===== src/rtl/id_hazard_ctrl_if.sv =====
// Decode-stage hazard bus: ID operand/pipeline-destination info in, stall/forward/mult-div status out.
interface id_hazard_ctrl_if;
    logic       id_valid;
    logic [4:0] id_rs;
    logic [4:0] id_rt;
    logic       id_use_rs;
    logic       id_use_rt;
    logic       id_jmp_reg;
    logic       id_muldiv;
    logic       id_is_div;
    logic       id_read_hilo;
    logic [4:0] ex_wreg;
    logic       ex_regwrite;
    logic       ex_memread;
    logic [4:0] mem_wreg;
    logic       mem_regwrite;
    logic       mem_memread;
    logic [4:0] wb_wreg;
    logic       wb_regwrite;
    logic       stall;
    logic [1:0] fwd_a;
    logic [1:0] fwd_b;
    logic       muldiv_start;
    logic       muldiv_busy;
    logic       muldiv_done;

    modport master (
        output id_valid, id_rs, id_rt, id_use_rs, id_use_rt, id_jmp_reg,
               id_muldiv, id_is_div, id_read_hilo,
               ex_wreg, ex_regwrite, ex_memread,
               mem_wreg, mem_regwrite, mem_memread,
               wb_wreg, wb_regwrite,
        input  stall, fwd_a, fwd_b, muldiv_start, muldiv_busy, muldiv_done
    );

    modport slave (
        input  id_valid, id_rs, id_rt, id_use_rs, id_use_rt, id_jmp_reg,
               id_muldiv, id_is_div, id_read_hilo,
               ex_wreg, ex_regwrite, ex_memread,
               mem_wreg, mem_regwrite, mem_memread,
               wb_wreg, wb_regwrite,
        output stall, fwd_a, fwd_b, muldiv_start, muldiv_busy, muldiv_done
    );
endinterface


===== src/rtl/id_hazard_ctrl.sv =====
// Decode-stage hazard controller: operand forwarding selects, load-use / jr stalls,
// and scheduling of the shared multi-cycle mult/div unit with HI/LO interlock.
module id_hazard_ctrl #(
    parameter int MUL_CYCLES = 4,
    parameter int DIV_CYCLES = 33
) (
    input  logic            clk,
    input  logic            rst_n,
    id_hazard_ctrl_if.slave bus
);

    typedef enum logic [0:0] {
        ST_IDLE = 1'b0,
        ST_BUSY = 1'b1
    } md_state_e;

    localparam logic [5:0] MUL_LOAD = 6'(MUL_CYCLES - 1);
    localparam logic [5:0] DIV_LOAD = 6'(DIV_CYCLES - 1);

    md_state_e  state_q, state_d;
    logic [5:0] cnt_q, cnt_d;

    logic       rs_ex_s, rt_ex_s, rs_mem_s, rt_mem_s;
    logic       load_use_s, jr_hazard_s, hazard_nonmd_s, hilo_hazard_s;
    logic       stall_s, start_s, done_s, issue_s;
    logic [1:0] fwd_a_s, fwd_b_s;
    logic       unused_wb_s;

    // The register file writes before it reads, so WB never needs a forward path.
    assign unused_wb_s = ^{bus.wb_wreg, bus.wb_regwrite};

    assign rs_ex_s  = bus.id_use_rs & bus.ex_regwrite  & (bus.ex_wreg  != 5'd0) & (bus.ex_wreg  == bus.id_rs);
    assign rt_ex_s  = bus.id_use_rt & bus.ex_regwrite  & (bus.ex_wreg  != 5'd0) & (bus.ex_wreg  == bus.id_rt);
    assign rs_mem_s = bus.id_use_rs & bus.mem_regwrite & (bus.mem_wreg != 5'd0) & (bus.mem_wreg == bus.id_rs);
    assign rt_mem_s = bus.id_use_rt & bus.mem_regwrite & (bus.mem_wreg != 5'd0) & (bus.mem_wreg == bus.id_rt);

    // Forward selects: the younger producer (EX) wins over MEM.
    always_comb begin
        fwd_a_s = 2'b00;
        fwd_b_s = 2'b00;
        if (rs_ex_s) begin
            fwd_a_s = 2'b01;
        end else if (rs_mem_s) begin
            fwd_a_s = 2'b10;
        end else begin
            fwd_a_s = 2'b00;
        end
        if (rt_ex_s) begin
            fwd_b_s = 2'b01;
        end else if (rt_mem_s) begin
            fwd_b_s = 2'b10;
        end else begin
            fwd_b_s = 2'b00;
        end
    end

    // jr/jalr read rs in ID, so even a non-load in EX is too late; a load in MEM is too.
    assign load_use_s     = bus.id_valid & bus.ex_memread & (rs_ex_s | rt_ex_s);
    assign jr_hazard_s    = bus.id_valid & bus.id_jmp_reg & (rs_ex_s | (rs_mem_s & bus.mem_memread));
    assign hazard_nonmd_s = load_use_s | jr_hazard_s;
    assign hilo_hazard_s  = bus.id_valid & (bus.id_read_hilo | bus.id_muldiv) & (state_q == ST_BUSY);
    assign stall_s        = hazard_nonmd_s | hilo_hazard_s;
    assign issue_s        = bus.id_valid & bus.id_muldiv & ~hazard_nonmd_s;

    // Mult/div sequencing: next state, down-counter and start/done pulses.
    always_comb begin
        state_d = state_q;
        cnt_d   = cnt_q;
        start_s = 1'b0;
        done_s  = 1'b0;
        case (state_q)
            ST_IDLE: begin
                if (issue_s) begin
                    start_s = 1'b1;
                    cnt_d   = bus.id_is_div ? DIV_LOAD : MUL_LOAD;
                    state_d = ST_BUSY;
                end else begin
                    cnt_d   = 6'd0;
                end
            end
            ST_BUSY: begin
                if (cnt_q == 6'd0) begin
                    done_s  = 1'b1;
                    state_d = ST_IDLE;
                end else begin
                    cnt_d   = cnt_q - 6'd1;
                end
            end
            default: begin
                state_d = ST_IDLE;
                cnt_d   = 6'd0;
            end
        endcase
    end

    // State register; an asynchronous reset abandons any operation in flight.
    always_ff @(posedge clk or negedge rst_n) begin
        if (!rst_n) begin
            state_q <= ST_IDLE;
            cnt_q   <= 6'd0;
        end else begin
            state_q <= state_d;
            cnt_q   <= cnt_d;
        end
    end

    assign bus.stall        = rst_n & stall_s;
    assign bus.fwd_a        = {2{rst_n}} & fwd_a_s;
    assign bus.fwd_b        = {2{rst_n}} & fwd_b_s;
    assign bus.muldiv_start = rst_n & start_s;
    assign bus.muldiv_busy  = rst_n & (state_q == ST_BUSY);
    assign bus.muldiv_done  = rst_n & done_s;

endmodule

===== src/flat_wrapper.sv =====
// flat-port wrapper written by rule: the top's interface ports become plain ports
module id_hazard_ctrl_flat 
#(
    parameter int MUL_CYCLES = 4,
    parameter int DIV_CYCLES = 33
)
  (clk, rst_n, bus_id_valid, bus_id_rs, bus_id_rt, bus_id_use_rs, bus_id_use_rt, bus_id_jmp_reg, bus_id_muldiv, bus_id_is_div, bus_id_read_hilo, bus_ex_wreg, bus_ex_regwrite, bus_ex_memread, bus_mem_wreg, bus_mem_regwrite, bus_mem_memread, bus_wb_wreg, bus_wb_regwrite, bus_stall, bus_fwd_a, bus_fwd_b, bus_muldiv_start, bus_muldiv_busy, bus_muldiv_done);
  id_hazard_ctrl_if bus_i ();
  input  logic clk;
  input  logic rst_n;
  input wire logic [$bits(bus_i.id_valid)-1:0] bus_id_valid;
  input wire logic [$bits(bus_i.id_rs)-1:0] bus_id_rs;
  input wire logic [$bits(bus_i.id_rt)-1:0] bus_id_rt;
  input wire logic [$bits(bus_i.id_use_rs)-1:0] bus_id_use_rs;
  input wire logic [$bits(bus_i.id_use_rt)-1:0] bus_id_use_rt;
  input wire logic [$bits(bus_i.id_jmp_reg)-1:0] bus_id_jmp_reg;
  input wire logic [$bits(bus_i.id_muldiv)-1:0] bus_id_muldiv;
  input wire logic [$bits(bus_i.id_is_div)-1:0] bus_id_is_div;
  input wire logic [$bits(bus_i.id_read_hilo)-1:0] bus_id_read_hilo;
  input wire logic [$bits(bus_i.ex_wreg)-1:0] bus_ex_wreg;
  input wire logic [$bits(bus_i.ex_regwrite)-1:0] bus_ex_regwrite;
  input wire logic [$bits(bus_i.ex_memread)-1:0] bus_ex_memread;
  input wire logic [$bits(bus_i.mem_wreg)-1:0] bus_mem_wreg;
  input wire logic [$bits(bus_i.mem_regwrite)-1:0] bus_mem_regwrite;
  input wire logic [$bits(bus_i.mem_memread)-1:0] bus_mem_memread;
  input wire logic [$bits(bus_i.wb_wreg)-1:0] bus_wb_wreg;
  input wire logic [$bits(bus_i.wb_regwrite)-1:0] bus_wb_regwrite;
  output wire logic [$bits(bus_i.stall)-1:0] bus_stall;
  output wire logic [$bits(bus_i.fwd_a)-1:0] bus_fwd_a;
  output wire logic [$bits(bus_i.fwd_b)-1:0] bus_fwd_b;
  output wire logic [$bits(bus_i.muldiv_start)-1:0] bus_muldiv_start;
  output wire logic [$bits(bus_i.muldiv_busy)-1:0] bus_muldiv_busy;
  output wire logic [$bits(bus_i.muldiv_done)-1:0] bus_muldiv_done;
  assign bus_i.id_valid = bus_id_valid;
  assign bus_i.id_rs = bus_id_rs;
  assign bus_i.id_rt = bus_id_rt;
  assign bus_i.id_use_rs = bus_id_use_rs;
  assign bus_i.id_use_rt = bus_id_use_rt;
  assign bus_i.id_jmp_reg = bus_id_jmp_reg;
  assign bus_i.id_muldiv = bus_id_muldiv;
  assign bus_i.id_is_div = bus_id_is_div;
  assign bus_i.id_read_hilo = bus_id_read_hilo;
  assign bus_i.ex_wreg = bus_ex_wreg;
  assign bus_i.ex_regwrite = bus_ex_regwrite;
  assign bus_i.ex_memread = bus_ex_memread;
  assign bus_i.mem_wreg = bus_mem_wreg;
  assign bus_i.mem_regwrite = bus_mem_regwrite;
  assign bus_i.mem_memread = bus_mem_memread;
  assign bus_i.wb_wreg = bus_wb_wreg;
  assign bus_i.wb_regwrite = bus_wb_regwrite;
  assign bus_stall = bus_i.stall;
  assign bus_fwd_a = bus_i.fwd_a;
  assign bus_fwd_b = bus_i.fwd_b;
  assign bus_muldiv_start = bus_i.muldiv_start;
  assign bus_muldiv_busy = bus_i.muldiv_busy;
  assign bus_muldiv_done = bus_i.muldiv_done;
  id_hazard_ctrl #(.MUL_CYCLES(MUL_CYCLES), .DIV_CYCLES(DIV_CYCLES)) u_core (.clk(clk), .rst_n(rst_n), .bus(bus_i));
endmodule

===== config.mk =====
export PLATFORM = sky130hd
export DESIGN_NAME = id_hazard_ctrl_flat
export DESIGN_NICKNAME = d
export VERILOG_FILES = /design/src/rtl/id_hazard_ctrl_if.sv /design/src/rtl/id_hazard_ctrl.sv /design/src/flat_wrapper.sv
export SDC_FILE = /design/constraint.sdc
export NUM_CORES = 1
export LEC_CHECK = 0
export BUFFER_PORTS_ARGS = -buffer_cell sky130_fd_sc_hd__buf_2
export CELL_PAD_IN_SITES_DETAIL_PLACEMENT = 0
export CELL_PAD_IN_SITES_GLOBAL_PLACEMENT = 2
export CORE_ASPECT_RATIO = 1.2
export CORE_MARGIN = 2
export CORE_UTILIZATION = 22
export DETAILED_ROUTE_END_ITERATION = 10
export PLACE_DENSITY = 0.8
export SKIP_LAST_GASP = 1
export SLEW_MARGIN = 5
export SYNTH_ARGS = -nofsm -noshare
export SYNTH_HDL_FRONTEND = slang
export SYNTH_SLANG_ARGS = --single-unit
export TNS_END_PERCENT = 1

===== constraint.sdc =====
create_clock -name clk -period 1.7 [get_ports clk]
set_input_delay 0.17 -clock clk [delete_from_list [all_inputs] [get_ports clk]]
set_output_delay 0.17 -clock clk [all_outputs]
set_load 0.1 [all_outputs]

After elaboration in Yosys (flattened, before gate mapping)
Index checks and enable logic that the tools add are counted.

storage, ports and cells
  output and inout port bits = 8
  input bits = 39
  register bits = 7
  word-level logic and storage cells = 59

operators by class
  equality and inequality tests = 5
  reductions and logical operators = 3
  $add $sub $neg = 1
  bitwise logic cells = 34
  muxes and demuxes = 14

operators with widths
  cell                 count
  $and 1x1->1          25
  $eq 5x5->1           4
  $mux 6               3
  $pmux 6 s2           1
  $reduce_bool 5->1    2
  $mux 2               4
  $logic_not 6->1      1
  $sub 6x1->6 const B  1
  $mux 1               5
  $or 1x1->1           5
  $and 2x2->2          2
  $ne 2x2->1 const B   1
  $not 1->1            2
  $pmux 1 s2           1

Longest topological paths before layout
  word-level depth = 12
  gate-level depth with buffers = 6

Worst setup path after synthesis
Ideal clock, no wire load.

  path kind = input port to output port
  start = in bus_ex_wreg[4]
  end = out bus_muldiv_start
  cell stages on the path = 5
  slack = -1.458 ns
  data required time = 1.530 ns
  arrival = 2.988 ns
  path through = nor3_1 > nand2_1 > nor4b_4 > or3_4 > nor3_1

on the way
  longest elaborated chain between the ends = 11
  elaborated cells between the ends (all ways) = 17

ends and longest elaborated chain
  item                                                RTL line                                    RTL
  from (decl)                                         flat_wrapper.sv:20                          input wire logic [$bits(bus_i.ex_wreg)-1:0] bus_ex_wreg;
  $reduce_bool 5->1                                   id_hazard_ctrl.sv:32, id_hazard_ctrl.sv:33
  $and 1x1->1, on equally long branches (2 in a row)  id_hazard_ctrl.sv:32, id_hazard_ctrl.sv:33
  $or 1x1->1, on equally long branches                id_hazard_ctrl.sv:58, id_hazard_ctrl.sv:59
  $and 1x1->1, on equally long branches               id_hazard_ctrl.sv:58, id_hazard_ctrl.sv:59
  $or 1x1->1 (*)                                      id_hazard_ctrl.sv:60                        assign hazard_nonmd_s = load_use_s | jr_hazard_s;
  $not 1->1 (*)                                       id_hazard_ctrl.sv:63                        assign issue_s = bus.id_valid & bus.id_muldiv & ~hazard_nonmd_s;
  $and 1x1->1 (*)                                     id_hazard_ctrl.sv:63
  $mux 1 (*)                                          id_hazard_ctrl.sv:73                        if (issue_s) begin
  $mux 1 (*)                                          id_hazard_ctrl.sv:71                        case (state_q)
  $and 1x1->1 (*)                                     id_hazard_ctrl.sv:110                       assign bus.muldiv_start = rst_n & start_s;
  to (decl)                                           flat_wrapper.sv:31                          output wire logic [$bits(bus_i.muldiv_start)-1:0] bus_muldiv_start;

Mark *: on every way between the ends. The rest lies on a longest branch, timed or not.

Worst setup path in the final report
Same ends and word-level chain as after synthesis.

==> impl_metrics.env <==
export IMPL_outcome="completed"
export IMPL_crit_required_ns=1.53
export IMPL_grt_use_total=0.130
export IMPL_ff2ff_setup_slack_ns=0.13
export IMPL_crit_arrival_ns=1.47
export IMPL_leakagePower_nw=0.609
export IMPL_dp_cells=186
export IMPL_drtAntennaViolNets=0
export IMPL_max_cap_violations=0
export IMPL_synth_area_leaders="dfrtp_1 22%, xnor2_1 15%, xor2_1 8.9%"
export IMPL_clk_latency_ns=0.22
export IMPL_period_share=0.963
export IMPL_rsz0062_at_grt="true"
export IMPL_grt_max_degree=8
export IMPL_yosysWarningCount=0
export IMPL_vias=926
export IMPL_setup_viol=0
export IMPL_cts_tree="yes"
export IMPL_critPathLaunchType="input pin"
export IMPL_antenna_cells=0
export IMPL_htreeDepth=1
export IMPL_ys_seq_elements=7
export IMPL_grt_pass1_vias=978
export IMPL_finalNonFillerCells=194
export IMPL_die_h_um=69.4
export IMPL_final_hold_viol_count=0
export IMPL_clkSinkCount=7
export IMPL_min_to="u_core.cnt_q[1]"
export IMPL_reg2reg_depth=5
export IMPL_maxSlewHeadroom=0.679
export IMPL_slew_viol_final=0
export IMPL_syn_instance_count=97
export IMPL_tightest_slew_ns=0.485
export IMPL_vias_per_cell=4.77
export IMPL_post_dp_hpwl_um=2240
export IMPL_hold_path_class="input pin to register"
export IMPL_area_growth_pct=76.4
export IMPL_drive_above_1_share=0.478
export IMPL_die_area_um2=4060
export IMPL_drt_wl_total_um=2520
export IMPL_fmax_mhz=611
export IMPL_synth_distinct_cells=31
export IMPL_design_area_um2=1380
export IMPL_synthFlopType="dfrtp_1"
export IMPL_r2r_end="u_core.cnt_q[5]"
export IMPL_dr_pass1_iters=3
export IMPL_cts_buffer_depth=2
export IMPL_yosysTopAreaCell="dfrtp_1"
export IMPL_synth_fp_nets=137
export IMPL_placed_area_um2=1280
export IMPL_final_cell_mix="33 x buf_2, 15 x buf_4, 13 x xnor2_1, 13 x nand2_1"
export IMPL_start_util=0.233
export IMPL_whs_ns=0.168
export IMPL_skew_ns=0.000534
export IMPL_min_period_ns=1.64
export IMPL_cts_made_buffers=3
export IMPL_core_um2=3370
export IMPL_cp_max_fo=3
export IMPL_overflow=0
export IMPL_clock_root_buffer="clkbuf_8"
export IMPL_ios=47
export IMPL_fillCellCount=348
export IMPL_drt_iter0_drc=13
export IMPL_grt_first_pass_wirelength_um=4140
export IMPL_fp_dieW_um=58.5
export IMPL_port_buffers=40
export IMPL_peakVddDrop_v=0.000991
export IMPL_p_total_mw=1.51
export IMPL_nets=198
export IMPL_min_from="bus_id_is_div"
export IMPL_hold_path_depth=2
export IMPL_r2r_start="u_core.cnt_q[2]"
export IMPL_synthDominantCellAreaShare=0.223
export IMPL_postSynthAreaPerCell_um2=8.09
export IMPL_antenna_found_initial=0
export IMPL_power_per_cell_area_nw_per_um2=1090
export IMPL_finalWeightedCongestion=0.805
export IMPL_critPathCaptureType="output pin"
export IMPL_syn_area_um2=785
export IMPL_clkTransAtPathRegs_ns=0.04
export IMPL_synthArstFlopShare=1.00
export IMPL_tns_ns=0
export IMPL_routedWlPerCell_um=13.0
export IMPL_yosysSeqAreaShare=0.223
export IMPL_final_common_cell="buf_2"
export IMPL_critPathKind="input pin to output pin"
export IMPL_drc=0
export IMPL_synth_edff_count=0
export IMPL_num_rows=23
==> registers in the layout, summed over array words and instances, names as in the netlist <==
signal,cells
u_core.cnt_q,6
u_core.state_q,1
==> cells in the mapped netlist (2+ instances only) <==
master	count
nand2_1	13
xnor2_1	13
nor2_1	8
nor3_1	8
xor2_1	8
dfrtp_1	7
inv_1	5
nand4_1	5
nand3_1	4
a21boi_0	2
nor4_1	2
o31ai_1	2
o31ai_2	2
==> routing by layer <==
layer	up-vias	global-route usage	part of all wire
met3	6	0.0261	0.069
met2	39	0.251	0.56
met4	0	0.0439	0.022
met5	-	0	0
li1	462	-	-
met1	419	0.131	0.35
==> logic make-up (layout without fill, tap and decap cells) <==
logic type               count (synthesis)  in the layout  share of synthesized area
flip-flops                               7              7                      0.223
XOR/XNOR                                21             21                      0.234
AO/OA/AOI/OAI                           12             12                      0.128
adder cells (fa/ha/maj)                  1              1                     0.0159
AND/OR/NAND/NOR                         48             48                      0.343
multiplexers                             2              2                     0.0271
buffers and inverters                    6             66                     0.0287
==> where the power goes <==
part	internal (mW)	switching (mW)	total, mW
Sequential	0.240	0.0616	0.301
Combinational	0.446	0.524	0.970
Clock	0.162	0.0716	0.234
Total	0.848	0.657	1.51
==> worst max-delay path by stage <==
stage | start | to | cells after the start
2_1_floorplan | bus_id_rs[1] | bus_fwd_a[0] | 4
3_3_place_gp | bus_id_rs[0] | bus_muldiv_start | 8
3_5_place_dp | bus_id_rs[0] | bus_muldiv_start | 8
4_1_cts | bus_id_rs[0] | bus_muldiv_start | 8
5_1_grt | bus_id_rs[3] | bus_muldiv_start | 8
6_report | bus_ex_wreg[4] | bus_muldiv_start | 7
==> timing repair <==
| action | 4_1_cts | 5_1_grt |
|---|---|---|
| cloned | 0 | 0 |
| setup endpoints to repair | 2 | 3 |
| hold endpoints to repair | 7 | 0 |
| pin swaps | 0 | 5 |
| buffers inserted | 0 | 2 |
| gates resized for setup | 1 | 3 |
| hold buffers | 2 | 0 |
==> through the flow <==
step | setup slack [ns] | util
after global placement | -0.0144 | 0.379
after detailed placement | -0.0801 | 0.379
final | 0.0631 | 0.411
after global routing | -0.0187 | 0.411
after CTS | 0.0181 | 0.400
after floorplan | -0.336 | -
==> worst max-delay path, stage by stage <==
cell	delay [ns]
buf_2	0.13
nor3_1	0.18
nand2_1	0.11
nor4b_4	0.15
or3_4	0.38
nor3_4	0.16
buf_12	0.20
==> cell type report <==
class,count,area (um2),area share
timing repair buffer,57,438,0.316
tap,37,46.3,0.0335
multi-input combinational,84,661,0.477
clock buffer,4,45.0,0.0325
sequential,7,175,0.127
inverter,5,18.8,0.0136
(Power assumes the default switching activity.)
